`config.mk`:
```
export PLATFORM = sky130hd
export DESIGN_NAME = muldiv_ctrl
export DESIGN_NICKNAME = d
export VERILOG_FILES = /design/src/rtl/muldiv_ctrl.sv
export SDC_FILE = /design/constraint.sdc
export NUM_CORES = 1
export LEC_CHECK = 0
export CORE_MARGIN = 2
export CORE_UTILIZATION = 40
export DETAILED_ROUTE_END_ITERATION = 7
export MAX_ROUTING_LAYER = met4
export PLACE_DENSITY = 0.93
export REMOVE_ABC_BUFFERS = 1
export SYNTH_ARGS = -nofsm -noshare
export SYNTH_HDL_FRONTEND = slang
export SYNTH_SLANG_ARGS = --single-unit
```
`constraint.sdc`:
```
create_clock -name clk -period 2.8 [get_ports clk]
set_input_delay 0.84 -clock clk [delete_from_list [all_inputs] [get_ports clk]]
set_output_delay 0.84 -clock clk [all_outputs]
set_load 0.05 [all_outputs]
```
`src/rtl/muldiv_ctrl.sv`:
```
// EX-stage multiply/divide sequencer: launches the external multiplier or divider,
// stalls the pipeline and issues one HILO write per instruction. Option: MULDIV_ACC_EN (madd/msub).
module muldiv_ctrl #(
    parameter int MUL_LAT = 2,
    parameter int CNT_W   = 3
) (
    input  logic        clk,
    input  logic        rst,
    input  logic        flushE,
    input  logic        op_valid,
    input  logic [2:0]  op_type,
    input  logic [31:0] src_a,
    input  logic [31:0] src_b,
    input  logic [63:0] hilo_i,
    output logic        mul_start,
    output logic        mul_signed,
    input  logic [63:0] product,
    output logic        div_start,
    output logic        div_signed,
    output logic        div_abort,
    input  logic        div_done,
    input  logic [31:0] quotient,
    input  logic [31:0] remainder,
    output logic        stall_o,
    output logic        hilo_wen,
    output logic [63:0] hilo_wdata
);

    typedef enum logic [2:0] {S_IDLE, S_MUL, S_DIV, S_ACC, S_DONE} state_t;

    state_t           state, state_nx;
    logic [CNT_W-1:0] cnt;
    logic [63:0]      result;
    logic [63:0]      last_wdata;
    logic             suppress;
    logic             accept, mul_class, div_class, div_zero;

    // Operands go straight to the external units; only their div-by-zero status is kept here.
`ifdef MULDIV_ACC_EN
    logic [2:0] op_q;
    logic       unused_ok;
    assign unused_ok = ^src_a;
    assign mul_class = !op_type[1] || op_type[2];
`else
    logic       unused_ok;
    assign unused_ok = ^{src_a, hilo_i};
    assign mul_class = (op_type[2:1] == 2'b00);
`endif

    assign div_class = (op_type[2:1] == 2'b01);
    assign div_zero  = (src_b == 32'd0);
    assign accept    = (state == S_IDLE) && op_valid && !flushE && !rst;

    always_ff @(posedge clk) begin
        if (rst) state <= S_IDLE;
        else     state <= state_nx;
    end

    always_comb begin
        state_nx = state;
        unique case (state)
            S_IDLE: if (accept) begin
                if (mul_class)                  state_nx = S_MUL;
                else if (div_class && !div_zero) state_nx = S_DIV;
                else                            state_nx = S_DONE;
            end
            S_MUL: begin
                if (flushE)          state_nx = S_IDLE;
`ifdef MULDIV_ACC_EN
                else if (cnt == '0)  state_nx = op_q[2] ? S_ACC : S_DONE;
`else
                else if (cnt == '0)  state_nx = S_DONE;
`endif
            end
`ifdef MULDIV_ACC_EN
            S_ACC:   state_nx = flushE ? S_IDLE : S_DONE;
`endif
            S_DIV: begin
                if (flushE)        state_nx = S_IDLE;
                else if (div_done) state_nx = S_DONE;
            end
            S_DONE:  state_nx = S_IDLE;
            default: state_nx = S_IDLE;
        endcase
    end

    always_comb begin
        mul_start  = accept && mul_class;
        mul_signed = mul_start && !op_type[0];
        div_start  = accept && div_class && !div_zero;
        div_signed = div_start && !op_type[0];
        div_abort  = !rst && (state == S_DIV) && flushE;
        stall_o    = accept ||
                     (!rst && !flushE &&
                      (state == S_MUL || state == S_ACC || state == S_DIV));
        hilo_wen   = !rst && (state == S_DONE) && !suppress && !flushE;
        hilo_wdata = hilo_wen ? result : last_wdata;
    end

    // The captured product stays in result so ACC does not depend on the multiplier holding it.
    always_ff @(posedge clk) begin
        if (rst) begin
            cnt        <= '0;
            result     <= '0;
            last_wdata <= '0;
            suppress   <= 1'b0;
`ifdef MULDIV_ACC_EN
            op_q       <= '0;
`endif
        end else begin
            if (accept) begin
                cnt      <= CNT_W'(MUL_LAT - 1);
                suppress <= !(mul_class || (div_class && !div_zero));
`ifdef MULDIV_ACC_EN
                op_q     <= op_type;
`endif
            end else if (state == S_MUL && cnt != '0) begin
                cnt <= cnt - CNT_W'(1);
            end

            if (state == S_MUL && cnt == '0 && !flushE)
                result <= product;
`ifdef MULDIV_ACC_EN
            if (state == S_ACC && !flushE)
                result <= op_q[1] ? (hilo_i - result) : (hilo_i + result);
`endif
            if (state == S_DIV && div_done && !flushE)
                result <= {remainder, quotient};

            if (hilo_wen)
                last_wdata <= result;
        end
    end

endmodule

```
==> metrics, run 1 <==
most common cell after layout, fill and taps aside=dfxtp_1; setup TNS=-4.68 ns; WL met3=1220 µm; routed len/inst=17.5 µm; Hold Path Class=reg2reg; Static Leak=4.49 nW; # hold bufs at CTS=0; Post-Route M1 WL=7220 µm; die height=129 µm; initial antenna violation count=0; Max VDD drop=0.000394 V; worst hold endpoint=cnt[1]$_SDFFE_PP0P_; Mapped Cells=559; core area=15200 µm²; Max Fanout on Critical Path=8; Max Cap Viol=0; first-pass GRT wire length=27400 µm; maximum buffer depth of the clock tree=2; Post-Route Skew=0.00641 ns; Finished Cell Area=9900 µm²; Initial DRT Pass Iterations=4; CP required=1.96 ns; input/output buffers=238; CTS tree=built; boundary pin count=335; Synth cell types=37; die width=129 µm; r2r worst-path depth=6; status=finished, violations left; final core utilization=65.1%; Startpoint Class=flop; mapped cell area=6240 µm²; measured slew at the worst slew-check pin=0.596 ns; Synth Register Bits=135; failing checks=setup timing; Max Used Layer=met4; fmax=0.344 GHz; crit path capture type=primary output; ANT nets after route=0; fin worst setup slack=-0.107 ns; largest net degree at the start of global routing=50; Final Critical Period=2.91 ns; final wirelength=17800 µm; antenna diode count=0; Placed Area=8670 µm²; area grow syn2layout=58.7%; NumNets Final=1086; Clk pin slew, worst setup/hold paths=0.06 ns; Avg Cell Area, Syn=11.2 µm²; CTS buffer count=17; vias in the first global route=5386; final-report max-slew violation count=0; Critical Path AT=2.07 ns; die footprint=16600 µm²; GP Congestion=0.776; grt total ovfl=0; FP Rows=45; Via density=5.05; fin crit share=104%; Worst Hold Depth=2; drt drc=0; Clock Latency Late Sink=0.41 ns; register area share after synthesis=43.3%; reg-to-reg endpoint=result[58]$_SDFFE_PP0P_; RR Startpoint=state[1]$_SDFFE_PP0P_; met2 WL=9050 µm; Tot GR Track Use=22.1%; critical hold path startpoint=cnt[1]$_SDFFE_PP0P_; power density cells=457 nW/µm²; clock root cell=clkbuf_16; Reg2Reg Setup Slack=0.97 ns; DR vias=5148; final hold violations=0; share of post-route cells with drive strength above 1=38.7%; initial DRC count=159; Setup Viol. Count Final=65; CP Class=reg2out; yosys warns=0; clock sink total=135; initial core utilization=41.0%; H-tree depth=4; most frequent cells in the layout=dfxtp_1 (132), clkdlybuf4s50_1 (131), nor2_1 (66), and2_1 (66), mux2i_1 (65); hpwl dp=11500 µm; Slew HR=60.3%; unrepaired setup endpoints after global routing=yes
cells in the mapped netlist (all sizes together):
cell type | number | area [µm²]
o31ai | 1 | 7.51
a21oi | 1 | 5.00
a2111oi | 1 | 8.76
a211oi | 64 | 801
o21bai | 1 | 7.51
nor3b | 1 | 7.51
nand2b | 2 | 12.5
mux2i | 65 | 651
o211ai | 1 | 7.51
mux2 | 64 | 721
nand3b | 1 | 7.51
and2 | 66 | 413
nor2 | 70 | 263
inv | 8 | 30.0
o21a | 1 | 7.51
nor4 | 10 | 62.6
buf | 27 | 259
nor3 | 4 | 20.0
ha | 2 | 25.0
clkbuf | 17 | 93.8
o21ai | 1 | 5.00
o2111a | 1 | 11.3
nand4 | 4 | 25.0
o221a | 1 | 11.3
or4b | 1 | 13.8
dfxtp | 135 | 2700
nor2b | 1 | 6.26
or3 | 1 | 6.26
nor4b | 1 | 15.0
nand2 | 4 | 15.0
xnor2 | 2 | 17.5
cell families (layout without fill, tap and decap cells):
logic type | count (synthesis) | after routing | share of synthesized area (%)
AOI/OAI and AO/OA | 73 | 73 | 14.0
xor gates and xnor gates | 2 | 2 | 0.281
adders and majority gates | 2 | 2 | 0.401
buffers and inverters | 52 | 324 | 6.14
DFF | 135 | 135 | 43.3
muxes | 129 | 129 | 22.0
and+or+nand+nor | 166 | 166 | 13.9
final cells by class:
cell class	instances	area (µm²)
Multi-Input combinational cell	372	3320
Timing Repair Buffer	286	3030
Clock inverter	7	96.3
Fill cell	1153	5300
Inverter	8	30.0
Sequential cell	135	2710
Clock buffer	23	478
Tap cell	188	235
worst max-delay path, cell delays in order, from the launching register on:
cell     delay (ns)
dfxtp_1        0.33
nor4b_4        0.44
nand2_8        0.10
buf_12         0.16
buf_16         0.15
mux2_4         0.32
buf_8          0.15
worst max-delay path by stage:
stage / startpoint / slack [ns] / end / depth (start not counted)
floorplan: flushE / -1.18 / result[0]$_SDFFE_PP0P_ / 4
global placement: flushE / -0.49 / div_signed / 7
detailed placement: flushE / -0.53 / hilo_wdata[34] / 6
CTS: state[1]$_SDFFE_PP0P_ / -0.12 / hilo_wdata[56] / 6
global route: state[1]$_SDFFE_PP0P_ / -0.17 / hilo_wdata[56] / 6
finish: suppress$_SDFFE_PP0P_ / -0.11 / hilo_wdata[56] / 6
layer usage:
layer,vias to the layer above,GRT usage [%]
met2,198,38.0
li1,2494,-
met5,-,-
met1,2434,24.3
met4,0,7.67
met3,22,6.61
metrics by stage:
| stage | power [W] | setup slack, ns | std cells | hold slack, ns |
|---|---|---|---|---|
| 6_report | 0.00452 | -0.107 | 1019 | 0.510 |
| 5_1_grt | 0.00468 | -0.165 | 1019 | 0.565 |
| 4_1_cts | 0.00457 | -0.124 | 1017 | 0.517 |
| 3_5_place_dp | 0.00237 | -0.532 | 965 | 0.507 |
| 3_3_place_gp | 0.00237 | -0.495 | 965 | 0.489 |
| 2_1_floorplan | 0.00206 | -1.18 | 515 | 0.477 |
state kept, by name, indices dropped and copies added (netlist names):
| signal | flops |
|---|---|
| cnt | 3 |
| suppress | 1 |
| result | 64 |
| last_wdata | 64 |
| state | 3 |
what timing repair did:
item                                    in CTS  in global routing
gates cloned                                 6                  0
resized for setup                          205                 31
pin swaps                                   15                  5
buffers inserted                            16                  3
endpoints found under the setup margin      71                 71
where the power goes:
group | leakage (nW) | total, W | switching, W | internal, W
Combinational | 3.13 | 0.000397 | 0.000142 | 0.000254
Clock | 0.271 | 0.00218 | 0.000811 | 0.00137
Sequential | 1.09 | 0.00194 | 0.00000857 | 0.00193
Total | 4.49 | 0.00452 | 0.000961 | 0.00356
No activity file was read; power rests on OpenSTA's default activity.
==> run 2, diff against run 1 <==
Settings changed: CORE_MARGIN 2 to 3.
==> metrics, run 2 (synthesized netlist as in run 1, its figures left out) <==
power density cells=486 nW/µm²; largest net degree at the start of global routing=73; WL met3=1020 µm; initial DRC count=138; fmax=0.353 GHz; Setup Viol. Count Final=23; input/output buffers=238; first-pass GRT wire length=26200 µm; CP required=1.96 ns; met2 WL=9190 µm; FILL cells=1167; CP Class=in2out; fin worst setup slack=-0.0295 ns; final hold violations=0; H-tree depth=4; final wirelength=17300 µm; worst hold slack=0.543 ns; Hold Path Class=reg2reg; register area=2710 µm²; Max Cap Viol=0; NumNets Final=1075; Clock Latency Late Sink=0.40 ns; routed len/inst=16.8 µm; core area=15300 µm²; final core utilization=64.7%; Final Critical Period=2.83 ns; hpwl dp=11000 µm; FP Rows=45; clock sink total=135; die footprint=17100 µm²; initial core utilization=40.9%; fin crit share=101%; CTS buffer count=17; vias in the first global route=5283; Post-Route Skew=0.00552 ns; Initial DRT Pass Iterations=5; Max Fanout on Critical Path=2; status=finished, violations left; share of post-route cells with drive strength above 1=37.1%; setup TNS=-0.280 ns; drt drc=0; grt total ovfl=0; antenna diode count=0; final-report max-slew violation count=0; Clk pin slew, worst setup/hold paths=0.05 ns; Critical Path AT=1.99 ns; Max Used Layer=met4; GP Congestion=0.802; die width=131 µm; ANT nets after route=0; DR vias=5092; boundary pin count=335; Via density=4.93; most frequent cells in the layout=dfxtp_1 (132), clkdlybuf4s50_1 (131), nor2_1 (67), and2_1 (66), mux2i_1 (65); Max VDD drop=0.000438 V; total power=0.00479 W; Placed Area=8700 µm²; crit path capture type=primary output; die height=131 µm; unrepaired setup endpoints after global routing=yes; Post-Route M1 WL=6920 µm; Slew HR=53.6%; CTS tree=built; maximum buffer depth of the clock tree=2; initial antenna violation count=0; Tot GR Track Use=20.3%; Finished Cell Area=9870 µm²; multi-input combinational cell area=3300 µm²; Startpoint Class=input port; clock root cell=clkbuf_16; Regs by FF count=last_wdata: 64 flops, result: 64 flops; Static Leak=4.48 nW; failing checks=setup timing; measured slew at the worst slew-check pin=0.696 ns; most common cell after layout, fill and taps aside=dfxtp_1; area grow syn2layout=58.2%
run 2: cell types whose count changed in the layout (fill, tap and decap cells not counted), moves of 3 or more:
cell | before | now
dlygate4sd2_1 | 6 | 3
mux2_1 | 0 | 5
buf_8 | 8 | 5
bufinv_16 | 2 | 5
buf_4 | 33 | 29
buf_6 | 58 | 55
clkdlybuf4s15_1 | 6 | 10
mux2_4 | 12 | 8
buf_16 | 6 | 3
run 2: final timing paths:
| kind | depth (start not counted) | slack [ns] | from | end |
|---|---|---|---|---|
| setup / recovery | 6 | -0.03 | op_valid | stall_o |
| hold / removal | 2 | 0.54 | cnt[2]$_SDFFE_PP0P_ | cnt[2]$_SDFFE_PP0P_ |
| setup reg to reg | 6 | 0.90 | state[2]$_SDFFE_PP0P_ | result[27]$_SDFFE_PP0P_ |
| hold reg to reg | 2 | 0.54 | cnt[2]$_SDFFE_PP0P_ | cnt[2]$_SDFFE_PP0P_ |
run 2: layout make-up:
class / count / share of cell area [%]
tap: 211 / 2.68
sequential: 135 / 27.5
inverter: 8 / 0.304
multi-input combinational: 372 / 33.5
timing repair buffer: 275 / 29.4
clock inverter: 8 / 1.70
clock buffer: 23 / 4.95
run 2: power by group:
part           switching [W]  internal, W
Clock               0.000785      0.00167
Combinational       0.000142     0.000257
Sequential        0.00000757      0.00193
Total               0.000935      0.00386
run 2: stage by stage:
| stage | std cells | setup WS [ns] |
|---|---|---|
| after detailed placement | 988 | -0.493 |
| final | 1032 | -0.0295 |
| after floorplan | 515 | -1.18 |
| after global routing | 1032 | -0.113 |
| after global placement | 988 | -0.448 |
| after CTS | 1031 | -0.161 |
run 2: worst max-delay path, stage by stage:
cell and delay [ns]:
dlygate4sd2_1 0.25, buf_4 0.13, nor3_1 0.38, nor4_4 0.08, buf_4 0.16, buf_12 0.14
run 2: per-layer routing:
layer	vias to the layer above	track usage, %
met3	13	5.61
met2	167	36.7
met1	2439	21.6
met4	0	5.69
met5	-	-
li1	2473	-
run 2: timing repair:
| item | 4_1_cts | 5_1_grt |
|---|---|---|
| pin swaps | 17 | 16 |
| gates resized for setup | 177 | 44 |
| gates cloned | 5 | 1 |
| buffers inserted | 7 | 2 |
| hold buffers | 0 | 0 |
| setup endpoints to repair | 71 | 64 |
